File: config.mk
export PLATFORM = sky130hd
export DESIGN_NAME = ioctl_host_xfer
export DESIGN_NICKNAME = d
export VERILOG_FILES = /design/src/rtl/ioctl_host_xfer.sv
export SDC_FILE = /design/constraint.sdc
export NUM_CORES = 1
export LEC_CHECK = 0
export ABC_AREA = 1
export CORE_MARGIN = 2
export CORE_UTILIZATION = 50
export DETAILED_ROUTE_END_ITERATION = 16
export HOLD_SLACK_MARGIN = 0.06
export PLACE_DENSITY_LB_ADDON = 0.3
export SYNTH_ARGS = -nofsm -noshare
export SYNTH_HDL_FRONTEND = slang
export SYNTH_SLANG_ARGS = --single-unit
File: constraint.sdc
create_clock -name clk_sys -period 5.5 [get_ports clk_sys]
set_input_delay 1.1 -clock clk_sys [delete_from_list [all_inputs] [get_ports clk_sys]]
set_output_delay 1.1 -clock clk_sys [all_outputs]
set_load 0.01 [all_outputs]
File: src/rtl/ioctl_host_xfer.sv
// ioctl_host_xfer: host-side initiator for the ioctl loader bus.
// Download bytes become ioctl_wr strobes; upload reads feed a sink stream.
module ioctl_host_xfer #(
    parameter int ADDR_W = 25,
    parameter int RD_LAT = 2,
    parameter int WR_GAP = 1
) (
    input  logic              clk_sys,
    input  logic              reset,
    input  logic              cmd_start,
    input  logic              cmd_upload,
    input  logic [7:0]        cmd_index,
    input  logic [ADDR_W-1:0] cmd_len,
    output logic              busy,
    output logic              done,
    input  logic [7:0]        src_data,
    input  logic              src_valid,
    output logic              src_ready,
    output logic [7:0]        snk_data,
    output logic              snk_valid,
    input  logic              snk_ready,
    output logic              ioctl_download,
    output logic              ioctl_upload,
    output logic [7:0]        ioctl_index,
    output logic [ADDR_W-1:0] ioctl_addr,
    output logic [7:0]        ioctl_dout,
    output logic              ioctl_wr,
    input  logic [7:0]        ioctl_din,
    input  logic              ioctl_wait
);

    localparam int LAT_W = $clog2(RD_LAT + 1);
    localparam int GAP_W = (WR_GAP > 1) ? $clog2(WR_GAP) : 1;
    localparam logic [LAT_W-1:0] LAT_LAST = LAT_W'(RD_LAT);
    localparam logic [GAP_W-1:0] GAP_LAST =
        GAP_W'((WR_GAP > 0) ? WR_GAP - 1 : 0);

    typedef enum logic [2:0] {
        IDLE,
        DL_FETCH,
        DL_WRITE,
        DL_GAP,
        UL_ADDR,
        UL_WAIT,
        UL_PUSH,
        FINISH
    } state_t;

    state_t            state, state_n;
    logic              busy_n, done_n, src_ready_n;
    logic [7:0]        snk_data_n;
    logic              snk_valid_n;
    logic              dl_n, ul_n;
    logic [7:0]        index_n;
    logic [ADDR_W-1:0] addr_n;
    logic [7:0]        dout_n;
    logic              wr_n;
    logic [ADDR_W-1:0] len_q, len_n;
    logic [LAT_W-1:0]  lat_cnt, lat_n;
    logic [GAP_W-1:0]  gap_cnt, gap_n;
    logic              last_byte;
    logic              src_fire;
    logic              snk_fire;

    assign last_byte = (ioctl_addr == len_q - ADDR_W'(1));
    assign src_fire  = src_valid & src_ready;
    assign snk_fire  = snk_valid & snk_ready;

    always_ff @(posedge clk_sys or negedge reset) begin
        if (!reset) begin
            state          <= IDLE;
            busy           <= 1'b0;
            done           <= 1'b0;
            src_ready      <= 1'b0;
            snk_data       <= '0;
            snk_valid      <= 1'b0;
            ioctl_download <= 1'b0;
            ioctl_upload   <= 1'b0;
            ioctl_index    <= '0;
            ioctl_addr     <= '0;
            ioctl_dout     <= '0;
            ioctl_wr       <= 1'b0;
            len_q          <= '0;
            lat_cnt        <= '0;
            gap_cnt        <= '0;
        end else begin
            state          <= state_n;
            busy           <= busy_n;
            done           <= done_n;
            src_ready      <= src_ready_n;
            snk_data       <= snk_data_n;
            snk_valid      <= snk_valid_n;
            ioctl_download <= dl_n;
            ioctl_upload   <= ul_n;
            ioctl_index    <= index_n;
            ioctl_addr     <= addr_n;
            ioctl_dout     <= dout_n;
            ioctl_wr       <= wr_n;
            len_q          <= len_n;
            lat_cnt        <= lat_n;
            gap_cnt        <= gap_n;
        end
    end

    always_comb begin
        state_n     = state;
        busy_n      = busy;
        done_n      = 1'b0;
        src_ready_n = src_ready;
        snk_data_n  = snk_data;
        snk_valid_n = snk_valid;
        dl_n        = ioctl_download;
        ul_n        = ioctl_upload;
        index_n     = ioctl_index;
        addr_n      = ioctl_addr;
        dout_n      = ioctl_dout;
        wr_n        = 1'b0;
        len_n       = len_q;
        lat_n       = lat_cnt;
        gap_n       = gap_cnt;

        unique case (state)
            IDLE: begin
                if (cmd_start) begin
                    busy_n  = 1'b1;
                    index_n = cmd_index;
                    len_n   = cmd_len;
                    addr_n  = '0;
                    lat_n   = '0;
                    if (cmd_len == '0) begin
                        state_n = FINISH;
                    end else if (cmd_upload) begin
                        ul_n    = 1'b1;
                        state_n = UL_ADDR;
                    end else begin
                        dl_n        = 1'b1;
                        src_ready_n = 1'b1;
                        state_n     = DL_FETCH;
                    end
                end
            end
            // Strobe is launched on the capture edge when the
            // target is not stalling, giving 2+WR_GAP cycles/byte.
            DL_FETCH: begin
                if (src_fire) begin
                    dout_n      = src_data;
                    src_ready_n = 1'b0;
                    wr_n        = !ioctl_wait;
                    state_n     = DL_WRITE;
                end
            end
            DL_WRITE: begin
                if (ioctl_wr) begin
                    if (last_byte) begin
                        dl_n    = 1'b0;
                        state_n = FINISH;
                    end else begin
                        addr_n = ioctl_addr + ADDR_W'(1);
                        if (WR_GAP == 0) begin
                            src_ready_n = 1'b1;
                            state_n     = DL_FETCH;
                        end else begin
                            gap_n   = '0;
                            state_n = DL_GAP;
                        end
                    end
                end else if (!ioctl_wait) begin
                    wr_n = 1'b1;
                end
            end
            DL_GAP: begin
                if (gap_cnt == GAP_LAST) begin
                    src_ready_n = 1'b1;
                    state_n     = DL_FETCH;
                end else begin
                    gap_n = gap_cnt + GAP_W'(1);
                end
            end
            UL_ADDR, UL_WAIT: begin
                if (!ioctl_wait) begin
                    if (lat_cnt == LAT_LAST) begin
                        snk_data_n  = ioctl_din;
                        snk_valid_n = 1'b1;
                        state_n     = UL_PUSH;
                    end else begin
                        lat_n   = lat_cnt + LAT_W'(1);
                        state_n = UL_WAIT;
                    end
                end
            end
            UL_PUSH: begin
                if (snk_fire) begin
                    snk_valid_n = 1'b0;
                    if (last_byte) begin
                        ul_n    = 1'b0;
                        state_n = FINISH;
                    end else begin
                        addr_n  = ioctl_addr + ADDR_W'(1);
                        lat_n   = '0;
                        state_n = UL_ADDR;
                    end
                end
            end
            FINISH: begin
                busy_n  = 1'b0;
                done_n  = 1'b1;
                state_n = IDLE;
            end
            default: begin
                state_n = IDLE;
            end
        endcase
    end

endmodule

# After elaboration in Yosys (flattened, before gate mapping)
# Cells that the tools add are included.
# word_totals
regBits,87
latchBits,0
ramBits,0
rom_bits,0
in_bits,56
output_inout_bits,56
mem_count,0
# classes
n_addsub,4
n_mul,0
n_div,0
order_cmp,0
eq_ne,24
shift,0
n_mux,52
n_bitwise,3
reduce_logical,24
# ops
cell,count
$mux W25,4
$pmux W25 S3,1
$ne A2 B2 Y1 const B,15
$reduce_and A6 Y1,5
$mux W3,9
$add A25 B1 Y25 const B,1
$eq A25 B25 Y1,1
$logic_not A25 Y1,1
$sub A25 B1 Y25 const B,1
$mux W1,22
$pmux W3 S7,1
$mux W2,7
$eq A3 B3 Y1 const B,4
$pmux W1 S2,6
$reduce_bool A2 Y1,5
$reduce_bool A3 Y1,3
$reduce_and A4 Y1,2
$eq A3 B2 Y1 const B,2
$pmux W2 S3,1
$reduce_and A2 Y1,3
$reduce_and A3 Y1,2
$eq A3 B1 Y1 const B,1
$logic_not A3 Y1,1
$pmux W1 S3,1
other kinds (7),8

# Depth between registers and ports, before layout
# Gate-level depths: netlist of the first run.
# logic_depth
ltp_word,5
depth_mapped,20
ltp_nobuf,19

# Worst setup path after synthesis of the first run
# OpenSTA, ideal clock, no wires.
# synth_path
kind,input-to-reg
from,in cmd_start
to,reg ioctl_addr[22]
setup_time_ns,0.074
t_arrival_ns,2.110
t_required_ns,5.426
setup_slack_ns,3.316
path_stages,8
path_buffers,1
path_cell_list,nor2_1 or2_1 nor4_4 nand2_4 inv_2 buf_6 nand2_1 o21ai_2
# synth_via
elab_chain_cells,2
# synth_lines
item,line_no,source
start: declaration,10,"input logic cmd_start,"
$ne A2 B2 Y1 (no source line),-,
$reduce_and A4 Y1 (no source line),-,
end signal: assignment,96,ioctl_addr <= addr_n;
end: declaration,25,"output logic [ADDR_W-1:0] ioctl_addr,"
# No other way between the ends.
# A chain may end at the register's enable or synchronous reset.

# Worst setup path in the final report of the first run
# layout_path
from,in cmd_start
to,reg ioctl_addr[21]
# Same word-level chain as after synthesis.

==> impl_metrics.json, run 1 <==
{
  "antenna_cells": 0,
  "cp.required_ns": 5.79,
  "crit_arrival_ns": 3.25,
  "drv_cap": 0,
  "relSlewSlack": 0.5153,
  "setup_viol": 0,
  "grt_max_degree": 57,
  "status": "finished, final reports clean",
  "area_delta_synth_final_pct": 25.85,
  "grt_pass1_vias": 5252,
  "seqPwrFrac": 0.373,
  "cts_hold_buf": 0,
  "reg2reg_to": "ioctl_addr[21]",
  "detail-route-antenna-nets": 0,
  "via_per_inst": 5.208,
  "synth-warning-count": 0,
  "clock_path_buffers": 2,
  "vdd_drop_max_v": 0.0002789,
  "end_kind": "register",
  "synth_top_area_frac": 0.3977,
  "synth.area.top_cells": "dfrtp_1 (40%), nand2_1 (18%), inv_1 (6.3%)",
  "internal_power_mw": 1.582,
  "r2r_slack_ns": 2.64,
  "final_cell_mix": "nand2_1 (263), clkdlybuf4s50_1 (110), inv_1 (91)",
  "dp_hpwl_um": 11570,
  "die_y_um": 108.0,
  "dp.cells": 1001,
  "synth-seq-cells": 86,
  "coreArea_sq_um": 10420,
  "rows": 37,
  "min_period_ns": 2.966,
  "comb_power_share": 0.479,
  "drtIter0Drc": 264,
  "syn-cell-area_sq_um": 5411,
  "num_io_pins": 112,
  "path_class": "in2reg",
  "stdcell_count": 1016,
  "die_x_um": 108.0,
  "skew_ns": 0.01041,
  "gp_congestion": 0.9601,
  "hold_class": "reg2reg",
  "worst_slew_pin_slew_ns": 0.7204,
  "drive_above_1_share": 0.07955,
  "overflow": 0,
  "antenna_found_initial": 0,
  "syn-num-nets": 822,
  "cellLeakagePower_nw": 3.191,
  "cts_tree": "done",
  "htree_levels": 3,
  "finalSetupTns_ns": 0,
  "clk_latency_ns": 0.37,
  "wl_per_cell_um": 14.53,
  "cts.clk_slew.worst_paths_ns": 0.08,
  "numCtsBuffers": 9,
  "netSwitchingFraction": 0.4335,
  "critPathMaxFanout": 30,
  "syn_avg_cell_area_sq_um": 7.092,
  "p_sw_mw": 1.210,
  "cts.sinks": 86,
  "root_buffer": "clkbuf_8",
  "rsz0062_at_grt": "no",
  "grt_first_pass_wirelength_um": 24700,
  "start_util": 0.5195,
  "layout.nets": 935,
  "vias": 5291,
  "numPortBuffers": 111,
  "routed_wl_um": 14760,
  "hold_violations": 0,
  "track_usage": 0.2701,
  "ys_types": 39,
  "fmax_ghz": 0.3372,
  "drcViolationCount": 0,
  "layout_commonest_cell": "nand2_1",
  "startpoint_type": "input port",
  "die-area_sq_um": 11670,
  "reg2regPathDepth": 15,
  "clkPwrFrac": 0.148,
  "yosysTopAreaCell": "dfrtp_1",
  "cts_resized": 0,
  "synthCells": 763,
  "yosysSeqAreaShare": 0.3977,
  "pwr_density_cell_nw_per_um2": 410.0,
  "final_max_slew_viol_count": 0,
  "min_delay_path_depth": 2,
  "cts_setup_buffers": 0,
  "min-delay-start": "ioctl_dout[3]",
  "min_to": "ioctl_dout[3]",
  "firstDrtPassIters": 5,
  "r2r-start": "len_q[0]",
  "post-route-period-util": 0.5392
}
## cells by family after synthesis
family / Yosys count / share of synthesized area
and+or+nand+nor: 466 / 0.3783
buffers and inverters: 110 / 0.08162
DFF: 86 / 0.3977
AOI/OAI and AO/OA: 56 / 0.06289
xor gates and xnor gates: 32 / 0.05179
muxes: 10 / 0.02081
adders and majority gates: 3 / 0.006937
## power groups by stage
stage	Combinational (mW)	Sequential [mW]	Clock, mW
floorplan	0.858	1.05	0
global placement	1.29	1.04	0
detailed placement	1.33	1.05	0
CTS	1.34	1.04	0.421
global route	1.52	1.07	0.447
finish	1.34	1.04	0.415
## cell type report
type                    count  area (sq um)
inverters                  99         371.6
well taps                 136         170.2
fillers                   929          3606
repair buffers            113          1124
clock buffers              12         155.1
flip-flops and latches     86          2152
multi-input cells         567          2818
clock inverters             3         20.02
## metal layers
metal | global-route usage | share of wire | vias to the layer above
met2 | 0.4587 | 0.48 | 185
li1 | - | - | 2626
met1 | 0.3376 | 0.42 | 2448
met3 | 0.04822 | 0.068 | 32
met5 | 0 | 0 | -
met4 | 0.1181 | 0.028 | 0
## cells in the mapped netlist
library cell	count
or2_1	1
buf_4	1
or2_2	1
nand2_1	263
a22oi_1	1
buf_2	2
nand3b_1	4
xor2_1	25
nor2_4	3
nor2_2	10
nand2_2	3
a211oi_1	1
nor3_4	1
o21ai_1	5
nand2_4	2
a21oi_1	14
nor3_1	11
nand4_1	22
mux2_2	10
o21ai_0	19
dfrtp_1	86
o21a_1	1
and3_1	1
nor2_8	1
ha_1	3
nor2_1	88
clkinv_1	2
o21ai_2	13
inv_2	6
nand3_1	42
nor4_4	1
xnor2_1	7
o21bai_1	1
buf_6	3
clkbuf_1	5
o22ai_1	1
inv_1	91
nor4_1	10
nand3_2	2
## flip-flops by register name (all words and copies together), names as in the netlist, 2 cells and up
name / cells
snk_data: 8
len_q: 25
ioctl_index: 8
state: 3
lat_cnt: 2
ioctl_dout: 8
ioctl_addr: 25
## how the worst max path moves through the flow
stage,from,endpoint
2_1_floorplan,cmd_start,ioctl_addr[22]
3_3_place_gp,cmd_start,ioctl_addr[2]
3_5_place_dp,cmd_start,ioctl_addr[21]
4_1_cts,cmd_start,ioctl_addr[21]
5_1_grt,len_q[0],ioctl_addr[2]
6_report,cmd_start,ioctl_addr[21]
## critical path: stages
cell,delay (ns)
clkdlybuf4s50_1,0.53
nor2_1,0.10
or2_1,0.29
nor4_4,0.27
nand2_4,0.19
inv_2,0.52
nand2_1,0.14
o21ai_2,0.11
## metrics by stage
step                      cell area [sq um]  hold WS (ns)    util  setup WS (ns)  total power [mW]
after floorplan                        5411        0.4459       -          3.316             1.911
after global placement                 6635        0.4526  0.6370          2.275             2.329
after detailed placement               6635        0.4622  0.6370          2.164             2.381
after CTS                              6810        0.4828  0.6538          2.549             2.802
after global routing                   6810        0.5009  0.6538          2.366             3.032
final                                  6810        0.4788  0.6538          2.534             2.792
No activity file was read; power rests on OpenSTA's default activity.
==> inputs of run 2 (changes only) <==
- CORE_UTILIZATION: 50 -> 47
- clock period: 5.5 -> 2.7 ns (I/O delays scaled with it)
==> impl_metrics.json, run 2 (synthesis gave the netlist of run 1 again) <==
{
  "worstPathCellList": "inv_1 > ha_2 > nand2_2 > inv_1 > nand2_1 > nand2_1 > nand2_1 > nor2_1 > nand2_1 > nor2_1 > nand2_1 > nor3_4 > nand3_1 > nand2_1 > nand2_1 > nand2_1 > nand2_1",
  "gp_congestion": 0.9249,
  "cts_resized": 0,
  "via_per_inst": 5.093,
  "dp_hpwl_um": 11380,
  "min_period_ns": 2.350,
  "numCtsBuffers": 9,
  "track_usage": 0.2458,
  "fin_hold_ws_ns": 0.1812,
  "layout.nets": 946,
  "coreArea_sq_um": 11320,
  "layout_commonest_cell": "nand2_1",
  "cts.sinks": 86,
  "cts_setup_buffers": 0,
  "vdd_drop_max_v": 0.0005901,
  "clk_latency_ns": 0.35,
  "start_util": 0.4780,
  "cts_tree": "done",
  "finalSetupTns_ns": 0,
  "worst_slew_pin_slew_ns": 0.6816,
  "drive_above_1_share": 0.09417,
  "cpMostUsedCell": "nand2_1",
  "hold_violations": 0,
  "post-route-period-util": 0.8704,
  "relSlewSlack": 0.5414,
  "finish.utilization": 0.6240,
  "hold_class": "in2async",
  "critPathMaxFanout": 6,
  "die-area_sq_um": 12390,
  "firstDrtPassIters": 5,
  "clock_path_buffers": 2,
  "p_total_mw": 6.206,
  "largestRegisters": "ioctl_addr (25), len_q (25)",
  "skew_ns": 0.008291,
  "numPortBuffers": 111,
  "routed_wl_um": 14700,
  "setup_ws_ns": 0.3499,
  "crit_arrival_ns": 2.59,
  "detail-route-antenna-nets": 0,
  "grt_max_degree": 43,
  "rows": 39,
  "place_worst_setup_slack_ns": 0.1410,
  "path_class": "reg2reg",
  "status": "finished, final reports clean",
  "overflow": 0,
  "cts.clk_slew.worst_paths_ns": 0.06,
  "cp_slowest_cell": "dfrtp_1",
  "end_kind": "register",
  "max_stage_delay_ns": 0.37,
  "cp.required_ns": 2.94,
  "dp.cells": 1019,
  "die_y_um": 111.3,
  "area_delta_synth_final_pct": 30.54,
  "cts_hold_buf": 0,
  "startpoint_type": "register",
  "wl_per_cell_um": 14.20,
  "htree_levels": 3,
  "grt_pass1_vias": 5032,
  "stdcell_count": 1035,
  "antenna_cells": 0,
  "die_x_um": 111.3,
  "grt_first_pass_wirelength_um": 24500,
  "drv_cap": 0,
  "final_cell_mix": "nand2_1 (262), clkdlybuf4s50_1 (110), inv_1 (91)",
  "num_io_pins": 112,
  "rsz0062_at_grt": "no",
  "dpl-instance-area_sq_um": 6741,
  "antenna_found_initial": 0,
  "cellLeakagePower_nw": 3.318,
  "final_cell_area_sq_um": 7064,
  "final_max_slew_viol_count": 0,
  "drtIter0Drc": 329,
  "pwr_density_cell_nw_per_um2": 878.5,
  "vias": 5271,
  "fmax_ghz": 0.4255,
  "drcViolationCount": 0,
  "root_buffer": "clkbuf_16",
  "setup_viol": 0
}
==> run 2: cell count changes in the layout (fill, tap and decap cells not counted), sizes merged <==
cell	change
clkinv	+1
clkinvlp	-2
bufinv	+2
buf	+11
clkbuf	-1
inv	+1
==> run 2: worst max-delay path, delay by kind of cell, from the launching register on <==
| family | cells | cell delay (ns) |
|---|---|---|
| adders and majority gates | 1 | 0.26 |
| buffers and inverters | 2 | 0.25 |
| and+or+nand+nor | 14 | 1.36 |
| DFF | 1 | 0.37 |
==> run 2: area by class of cell <==
type	instances	area, sq um
Clock inverter	5	82.58
Timing Repair Buffer	124	1219
Fill cell	1050	4257
Clock buffer	11	232.7
Sequential cell	86	2152
Inverter	99	374.1
Tap cell	143	178.9
Multi-Input combinational cell	567	2825
==> run 2: per-layer routing <==
metal,share of wire,global-route usage
met5,0,0
met4,0.033,0.08642
met3,0.063,0.05741
met2,0.47,0.4183
met1,0.43,0.3080
==> run 2: worst paths after layout <==
| kind | start | endpoint | slack (ns) | cells after the start |
|---|---|---|---|---|
| max | len_q[0] | ioctl_upload | 0.35 | 17 |
| min | reset | len_q[8] | 0.18 | 1 |
| max reg2reg | len_q[0] | ioctl_upload | 0.35 | 17 |
| min reg2reg | snk_data[2] | snk_data[2] | 0.47 | 2 |
| max in group asynchronous | reset | lat_cnt[0] | 1.92 | 2 |
| min in group clk_sys | snk_data[2] | snk_data[2] | 0.47 | 2 |
==> run 2: report_power, final <==
group          internal, mW  switching, mW  leakage (nW)
logic                  1.17           1.58          2.07
clock network         0.815          0.527         0.154
registers              1.72          0.391          1.09
